===== src/rtl/arbitro_registrador_8bits.sv =====
// Round-robin arbiter that owns a shared 8-bit register: grants one requester,
// loads its byte, and completes a four-phase req/ack handshake.
//
// state   | meaning
// IDLE    | no owner; arbitrate pending requests starting after ptr
// LOAD    | owner granted; its byte is written to Q at the end of this cycle
// RELEASE | load done, ack high; wait for the owner to drop its request
module arbitro_registrador_8bits #(
    parameter  int N_REQ = 4,
    parameter  int WIDTH = 8,
    localparam int OW    = $clog2(N_REQ)
) (
    input  logic                   clk,
    input  logic                   clr,
    input  logic [N_REQ-1:0]       req,
    input  logic [N_REQ*WIDTH-1:0] D,
    output logic [N_REQ-1:0]       gnt,
    output logic                   ack,
    output logic [OW-1:0]          owner,
    output logic                   busy,
    output logic [WIDTH-1:0]       Q,
    output logic [WIDTH-1:0]       Qn
);

    typedef enum logic [1:0] {IDLE, LOAD, RELEASE} state_t;

    state_t            state;
    logic [OW-1:0]     ptr;
    logic [OW-1:0]     win;
    logic [OW-1:0]     cand;
    logic              win_vld;
    logic [WIDTH-1:0]  d_arr [N_REQ];

    always_comb begin
        for (int i = 0; i < N_REQ; i++) begin
            d_arr[i] = D[i*WIDTH +: WIDTH];
        end
    end

    // Search ptr+1, ptr+2, ... so the last winner has lowest priority.
    always_comb begin
        win     = '0;
        win_vld = 1'b0;
        cand    = '0;
        for (int k = 1; k <= N_REQ; k++) begin
            cand = OW'((int'(ptr) + k) % N_REQ);
            if (!win_vld && req[cand]) begin
                win     = cand;
                win_vld = 1'b1;
            end
        end
    end

    always_ff @(posedge clk or negedge clr) begin
        if (!clr) begin
            state <= IDLE;
            ptr   <= OW'(N_REQ - 1);
            owner <= '0;
            gnt   <= '0;
            ack   <= 1'b0;
            busy  <= 1'b0;
            Q     <= '0;
        end else begin
            case (state)
                IDLE: begin
                    if (win_vld) begin
                        owner <= win;
                        gnt   <= N_REQ'(1) << win;
                        busy  <= 1'b1;
                        state <= LOAD;
                    end
                end
                LOAD: begin
                    Q     <= d_arr[owner];
                    ack   <= 1'b1;
                    state <= RELEASE;
                end
                RELEASE: begin
                    if (!req[owner]) begin
                        gnt   <= '0;
                        ack   <= 1'b0;
                        busy  <= 1'b0;
                        ptr   <= owner;
                        state <= IDLE;
                    end
                end
                default: begin
                    gnt   <= '0;
                    ack   <= 1'b0;
                    busy  <= 1'b0;
                    state <= IDLE;
                end
            endcase
        end
    end

    assign Qn = ~Q;

endmodule


===== config.mk =====
export PLATFORM = sky130hd
export DESIGN_NAME = arbitro_registrador_8bits
export DESIGN_NICKNAME = d
export VERILOG_FILES = /design/src/rtl/arbitro_registrador_8bits.sv
export SDC_FILE = /design/constraint.sdc
export NUM_CORES = 1
export LEC_CHECK = 0
export ABC_AREA = 1
export BUFFER_PORTS_ARGS = -buffer_cell sky130_fd_sc_hd__buf_2
export CORE_UTILIZATION = 45
export DETAILED_ROUTE_END_ITERATION = 12
export HOLD_SLACK_MARGIN = 0.15
export MAX_ROUTING_LAYER = met4
export PLACE_DENSITY = 0.78
export SYNTH_ARGS = -nofsm -noshare
export SYNTH_HDL_FRONTEND = slang
export SYNTH_SLANG_ARGS = --single-unit

===== constraint.sdc =====
create_clock -name clk -period 1.9 [get_ports clk]
set_input_delay 0.19 -clock clk [delete_from_list [all_inputs] [get_ports clk]]
set_output_delay 0.19 -clock clk [all_outputs]
set_load 0.02 [all_outputs]

==> results of run 1 <==
stage by stage:
| step | area (µm²) | worst slack [ns] | hold slack, ns |
|---|---|---|---|
| finish | 1740 | 0.176 | 0.256 |
| global route | 1740 | 0.0288 | 0.285 |
| CTS | 1730 | 0.185 | 0.252 |
| global placement | 1660 | 0.243 | 0.159 |
| detailed placement | 1660 | 0.207 | 0.158 |
| floorplan | 1330 | 0.357 | -0.106 |
worst min-delay path by stage:
stage	start	end	slack, ns	depth (start not counted)
2_1_floorplan	clr	Q[0]	-0.11	0
3_3_place_gp	clr	Q[0]	0.16	1
3_5_place_dp	clr	Q[0]	0.16	1
4_1_cts	D[6]	Q[6]	0.25	5
5_1_grt	D[7]	Q[7]	0.28	5
6_report	D[6]	Q[6]	0.26	5
cell type report:
| type | instances | area (µm²) |
|---|---|---|
| sequential | 20 | 503 |
| fill | 276 | 1040 |
| tap | 31 | 38.8 |
| timing repair buffer | 67 | 350 |
| inverter | 22 | 87.6 |
| clock buffer | 3 | 22.5 |
| multi-input combinational | 143 | 706 |
| clock inverter | 1 | 30.0 |
registers in the layout, summed over array words and instances, names as in the netlist:
register and cells:
ptr 2, state 2, Q 8, owner 2, ack 1, gnt 4, busy 1
repair_timing:
item | 4_1_cts | 5_1_grt
gates resized for setup | 0 | 1
endpoints found under the setup margin | 0 | 2
endpoints found under the hold margin | 20 | 0
setup buffers | 0 | 2
hold buffers | 1 | 0
tightest hold or removal path: stages:
cell	delay [ns]
buf_2	0.08
nor2_1	0.03
o22ai_1	0.12
nand2_1	0.06
o21ai_0	0.06
synthesized netlist by cell type:
cell type,n,area [µm²]
a21oi_1,3,15.0
a21oi_2,1,8.76
buf_2,1,5.00
buf_6,1,11.3
clkbuf_1,3,11.3
clkdlybuf4s15_1,1,10.0
clkinv_1,1,3.75
dfrtp_1,18,450
dfstp_2,2,52.6
inv_1,16,60.1
inv_2,4,15.0
inv_6,1,8.76
nand2_1,54,203
nand2_2,10,62.6
nand2_4,4,45.0
nand3_1,7,35.0
nand3_2,1,10.0
nand3b_1,1,7.51
nand4_1,3,18.8
nor2_1,20,75.1
nor2_2,1,6.26
nor2_8,1,20.0
o21ai_0,28,140
o21ai_2,1,8.76
o22ai_1,8,50.1
report_power, final:
part	leakage, nW	switching, mW	internal [mW]
clock network	0.0279	0.140	0.213
registers	0.246	0.175	0.640
logic	0.691	1.43	0.742
total	0.965	1.75	1.60
layer usage:
| metal | up-vias | GRT usage |
|---|---|---|
| met4 | 0 | 0.0801 |
| met5 | - | - |
| met2 | 27 | 0.387 |
| met1 | 634 | 0.267 |
| li1 | 744 | - |
| met3 | 6 | 0.0507 |
cell families after synthesis:
group	Yosys count	share of synthesized area
buffers and inverters	28	0.0938
flip-flops	20	0.377
AO/OA/AOI/OAI	41	0.167
AND/OR/NAND/NOR	102	0.362
==> summary.md, run 1 <==
| Metric | Value |
|---|---|
| Status | completed |
| Max H-tree Level | 1 |
| Worst Setup Start Kind | register |
| R2r worst-path depth | 10 |
| TritonCTS buffer count | 3 |
| Final period utilization | 0.907 |
| Die Ht | 56.4 µm |
| Synth Register Bits | 20 |
| Slowest stage cell, crit path | dfstp_2 |
| Vias per cell | 4.92 |
| Synth-to-layout area growth | 30.3% |
| Final TNS setup | 0 ns |
| Clock Tree Buf Depth | 2 |
| Vias | 1411 |
| Initial antenna violation count | 0 |
| Largest net degree at the start of global routing | 21 |
| Avg Cell Area, Syn | 6.98 µm² |
| Synth unique cells | 25 |
| Die ar. | 3190 µm² |
| Top routing layer in use | met4 |
| Final Critical Period | 1.72 ns |
| Pwr dens | 1920 nW/µm² |
| Final setup vio count | 0 |
| Slowest stage delay, CP | 0.63 ns |
| Critical Path Stages | 10 |
| Initial Util | 0.480 |
| Site row count | 19 |
| Register area share after synthesis | 0.377 |
| Crit path max fanout | 5 |
| Layout cells sized above 1 | 0.375 |
| Die W | 56.4 µm |
| CP endpoint | owner[0] |
| CTS tree | built |
| Final Power | 3.34 mW |
| Gpl congestion | 0.898 |
| Layout Nets | 295 |
| Worst Tran Pin Value | 0.437 ns |
| Core area | 2780 µm² |
| WS Path Type | reg -> reg |
| Critical Path RT | 2.10 ns |
| Vias in the first global route | 1335 |
| Fin. max-slew vios | 0 |
| Buf/Inv on CP | 2 |
| Clk root buf | clkbuf_4 |
| # Max-Cap Violations | 0 |
| # diodes | 0 |
| Mapped Nets | 229 |
| DP Wirelength | 2560 µm |
| CTS sink cnt | 20 |
| Final antenna-violating net count | 0 |
| First-pass GRT wire length | 5600 µm |
| Leak pwr | 0.965 nW |
| Synth Cell Area | 1330 µm² |
| Worst-Skew Late Latency | 0.31 ns |
| Tot GR Track Use | 0.229 |
| Met3 WL post-DR | 110 µm |
| Worst R2R End | owner[0] |
| Nature of the critical path endpoint | register |
| Routed len/inst | 11.9 µm |
| Placed Cells | 280 |
| Clock Skew | 0.00456 ns |
| Fmax | 580 MHz |
| I/O Pins | 62 |
| WL final | 3410 µm |
| DR iter-0 viols | 41 |
| Commonest non-fill, non-tap cell in the layout | buf_2 |
| Arrival @ worst endpoint | 1.93 ns |
| Worst vdd ir | 0.00123 V |
| Final non-filler cell total | 287 |
| Synth warnings | 0 |
| Met1 Wirelength | 1470 µm |
| Drc violations | 0 |
| Hold crit path type | in -> reg |
| Hold Violations, Final | 0 |
| CP delay by family, top | simple AND/OR/NAND/NOR gates |
| Pre-Repair DR Iteration Count | 4 |
| Global route total overflow | 0 |
| Commonest non-fill, non-tap cells in the layout | buf_2, nand2_1, o21ai_0, nor2_1, dfrtp_1 |
| DR WL met2 | 1780 µm |
| Worst R2R Setup Slack | 0.18 ns |
| R2R Path Start | ptr[0] |
| Util after Layout | 0.625 |
| Port Buffers | 61 |
| RSZ-0062 raised after global routing | false |
| Syn Inst Count | 191 |
| CP cell instances | clkbuf_2 > nand2_1 > nand3_1 > nand2_4 > nor2_8 > nand3_2 > nand2_2 > inv_2 > nand2_1 > o21ai_2 |
| Clk slew on worst S/H paths | 0.12 ns |
| Crit-path most repeated cell | nand2_1 |
| Crit. Startpoint | ptr[0] |
| Slew headroom | 0.708 |
No activity file was read; power rests on OpenSTA's default activity.
==> inputs of run 2 (changes only) <==
--- a/config.mk
+++ b/config.mk
@@ -5,13 +5,13 @@
 export SDC_FILE = /design/constraint.sdc
 export NUM_CORES = 1
 export LEC_CHECK = 0
-export ABC_AREA = 1
+export ABC_AREA = 0
 export BUFFER_PORTS_ARGS = -buffer_cell sky130_fd_sc_hd__buf_2
-export CORE_UTILIZATION = 45
+export CORE_UTILIZATION = 43
 export DETAILED_ROUTE_END_ITERATION = 12
 export HOLD_SLACK_MARGIN = 0.15
 export MAX_ROUTING_LAYER = met4
-export PLACE_DENSITY = 0.78
+export PLACE_DENSITY = 0.86
 export SYNTH_ARGS = -nofsm -noshare
 export SYNTH_HDL_FRONTEND = slang
 export SYNTH_SLANG_ARGS = --single-unit
==> summary.md, run 2 <==
| Metric | Value |
|---|---|
| Status | completed (unchanged) |
| Top cells by area, synth | dfrtp_1, mux4_2, dfstp_2 (was dfrtp_1, nand2_1, o21ai_0) |
| Worst-Skew Late Latency | 0.30 ns (was 0.31 ns) |
| Clock Skew | 0.00363 ns (was 0.00456 ns) |
| DR WL met2 | 1610 µm (was 1780 µm) |
| Max FFs per register | 8 (unchanged) |
| Met1 Wirelength | 1050 µm (was 1470 µm) |
| Most frequent cell after synthesis | dfrtp_1 (was nand2_1) |
| Mapped Nets | 132 (was 229) |
| Synth warnings | 0 (unchanged) |
| Vias | 1019 (was 1411) |
| CTS sink cnt | 20 (unchanged) |
| Layout Nets | 198 (was 295) |
| Biggest regs | Q x8, gnt x4 (unchanged) |
| Final Power | 2.50 mW (was 3.34 mW) |
| Reg area | 503 µm² (unchanged) |
| Vias per cell | 5.45 (was 4.92) |
| Synth unique cells | 30 (was 25) |
| DR iter-0 viols | 17 (was 41) |
| Pwr dens | 1670 nW/µm² (was 1920 nW/µm²) |
| PostCTS Resize Cnt | 0 (unchanged) |
| Syn Inst Count | 94 (was 191) |
| I/O Pins | 62 (unchanged) |
| Vias in the first global route | 1048 (was 1335) |
| Die ar. | 2760 µm² (was 3190 µm²) |
| Synth top area share | 0.410 (was 0.338) |
| Final Cell Area | 1490 µm² (was 1740 µm²) |
| PnR worst setup slack | 0.324 ns (was 0.176 ns) |
| Critical Path RT | 2.14 ns (was 2.10 ns) |
| Slowest stage delay, CP | 0.55 ns (was 0.63 ns) |
| Final antenna-violating net count | 0 (unchanged) |
| Fin. max-slew vios | 0 (unchanged) |
| Layout cells sized above 1 | 0.541 (was 0.375) |
| Clk root buf | clkbuf_4 (unchanged) |
| Final Critical Period | 1.58 ns (was 1.72 ns) |
| Die W | 52.6 µm (was 56.4 µm) |
| TritonCTS buffer count | 3 (unchanged) |
| Port Buffers | 61 (unchanged) |
| Arrival @ worst endpoint | 1.81 ns (was 1.93 ns) |
| Die Ht | 52.6 µm (was 56.4 µm) |
| Slew headroom | 0.652 (was 0.708) |
| DP Wirelength | 2140 µm (was 2560 µm) |
| Hold-fix buffers, CTS | 1 (unchanged) |
| WS Path Type | reg -> reg (unchanged) |
| Slowest stage cell, crit path | mux4_2 (was dfstp_2) |
| Synth cell count leaders | dfrtp_1, nand2_1, inv_1, mux4_2, o21ai_0 (was nand2_1, o21ai_0, nor2_1, dfrtp_1, inv_1) |
| Commonest non-fill, non-tap cell in the layout | buf_2 (unchanged) |
| Drc violations | 0 (unchanged) |
| Hold_sp | D[3] (was D[6]) |
| Crit. Startpoint | owner[0] (was ptr[0]) |
| Met3 WL post-DR | 138 µm (was 110 µm) |
| Placed inst area | 1450 µm² (was 1660 µm²) |
| Avg Cell Area, Syn | 11.7 µm² (was 6.98 µm²) |
| Fill count | 191 (was 276) |
| Synth Register Bits | 20 (unchanged) |
| # Max-Cap Violations | 0 (unchanged) |
| Hold crit path type | in -> reg (unchanged) |
| Hold Violations, Final | 0 (unchanged) |
| First-pass GRT wire length | 4730 µm (was 5600 µm) |
| Synth-to-layout area growth | 35.7% (was 30.3%) |
| Max H-tree Level | 1 (unchanged) |
| CTS tree | built (unchanged) |
| CP cell instances | mux4_2 > nor3b_2 > mux2_2 (was clkbuf_2 > nand2_1 > nand3_1 > nand2_4 > nor2_8 > nand3_2 > nand2_2 > inv_2 > nand2_1 > o21ai_2) |
| Final setup vio count | 0 (unchanged) |
| Synth Cell Area | 1100 µm² (was 1330 µm²) |
| Most flop-heavy register | Q (unchanged) |
| Routed len/inst | 15.0 µm (was 11.9 µm) |
| Crit path max fanout | 3 (was 5) |
| Area of the multi-input gates | 543 µm² (was 706 µm²) |
| Tot GR Track Use | 0.243 (was 0.229) |
| Ys async rst share | 1.00 (unchanged) |
| Clk slew on worst S/H paths | 0.11 ns (was 0.12 ns) |
| Initial Util | 0.474 (was 0.480) |
| Final TNS setup | 0 ns (unchanged) |
| Largest net degree at the start of global routing | 21 (unchanged) |
| Commonest non-fill, non-tap cells in the layout | buf_2, dfrtp_1, nand2_1, inv_1 (was buf_2, nand2_1, o21ai_0, nor2_1, dfrtp_1) |
| WL final | 2810 µm (was 3410 µm) |
| Synth Flop Type | dfrtp_1 (unchanged) |
| Leak pwr | 0.739 nW (was 0.965 nW) |
| Nature of the critical path endpoint | register (unchanged) |
| Core area | 2320 µm² (was 2780 µm²) |
| Clock Tree Buf Depth | 2 (unchanged) |
| Site row count | 17 (was 19) |
| Number of synthesized flops with an enable pin | 0 (unchanged) |
| Pre-Repair DR Iteration Count | 4 (unchanged) |
| Fmax | 635 MHz (was 580 MHz) |
| Area leader, netlist | dfrtp_1 (unchanged) |
| Util after Layout | 0.644 (was 0.625) |
| Initial antenna violation count | 0 (unchanged) |
| Post-CTS Setup Repair Bufs | 0 (unchanged) |
| Top routing layer in use | met4 (unchanged) |
| Final period utilization | 0.829 (was 0.907) |
| Register area share after synthesis | 0.457 (was 0.377) |
| Worst Setup Start Kind | register (unchanged) |
| Worst vdd ir | 0.00113 V (was 0.00123 V) |
| # diodes | 0 (unchanged) |
| Global route total overflow | 0 (unchanged) |
| Worst Tran Pin Value | 0.519 ns (was 0.437 ns) |
| Gpl congestion | 0.818 (was 0.898) |
| Worst slack at placement | 0.332 ns (was 0.207 ns) |
| RSZ-0062 raised after global routing | false (unchanged) |
| R2R Path Start | owner[0] (was ptr[0]) |
## run 2: cell types whose count changed after synthesis, moves of 7 or more
cell / change
nand3_1: -7
nand2_1: -43
o22ai_1: -8
nand2_2: -10
mux4_2: +9
nor2_1: -18
o21ai_0: -19
## run 2: logic make-up after synthesis
logic type / Yosys count / synth area share
buf+inv: 14 / 0.0489
simple gates: 24 / 0.135
flops: 20 / 0.457
compound gates: 24 / 0.144
mux: 12 / 0.214
## run 2: path summary, 6_finish.rpt
kind,to,slack [ns],cells past startpoint
max in group asynchronous,ptr[0],1.22,2
min in group asynchronous,Q[7],0.36,2
max reg2reg,ptr[0],0.32,3
min,Q[3],0.32,4
max,ptr[0],0.32,3
min reg2reg,gnt[0],0.50,1
## run 2: per-stage QoR
stage               cells  hold slack (ns)
finish                187            0.316
global route          187            0.312
CTS                   187            0.314
global placement      182            0.148
floorplan              94           -0.106
detailed placement    182            0.152
## run 2: layer usage
metal | track usage | vias to the layer above
li1 | - | 473
met2 | 0.441 | 38
met5 | - | -
met3 | 0.0725 | 2
met1 | 0.254 | 506
met4 | 0.0614 | 0
## run 2: final cells by class
| class | count | share of cell area |
|---|---|---|
| clock buffers | 4 | 0.0243 |
| inverters | 10 | 0.0251 |
| multi-input cells | 60 | 0.364 |
| flip-flops and latches | 20 | 0.337 |
| well taps | 28 | 0.0235 |
| repair buffers | 65 | 0.226 |
## run 2: worst max-delay path, delay by kind of cell (launching register included)
kind             cells  cell delay (ns)
flip-flops           1             0.39
multiplexers         2             0.91
AND/OR/NAND/NOR      1             0.22
## run 2: where the power goes
part | switching [mW] | total [mW] | internal (mW)
Combinational | 0.844 | 1.46 | 0.621
Sequential | 0.152 | 0.792 | 0.640
Clock | 0.125 | 0.241 | 0.117
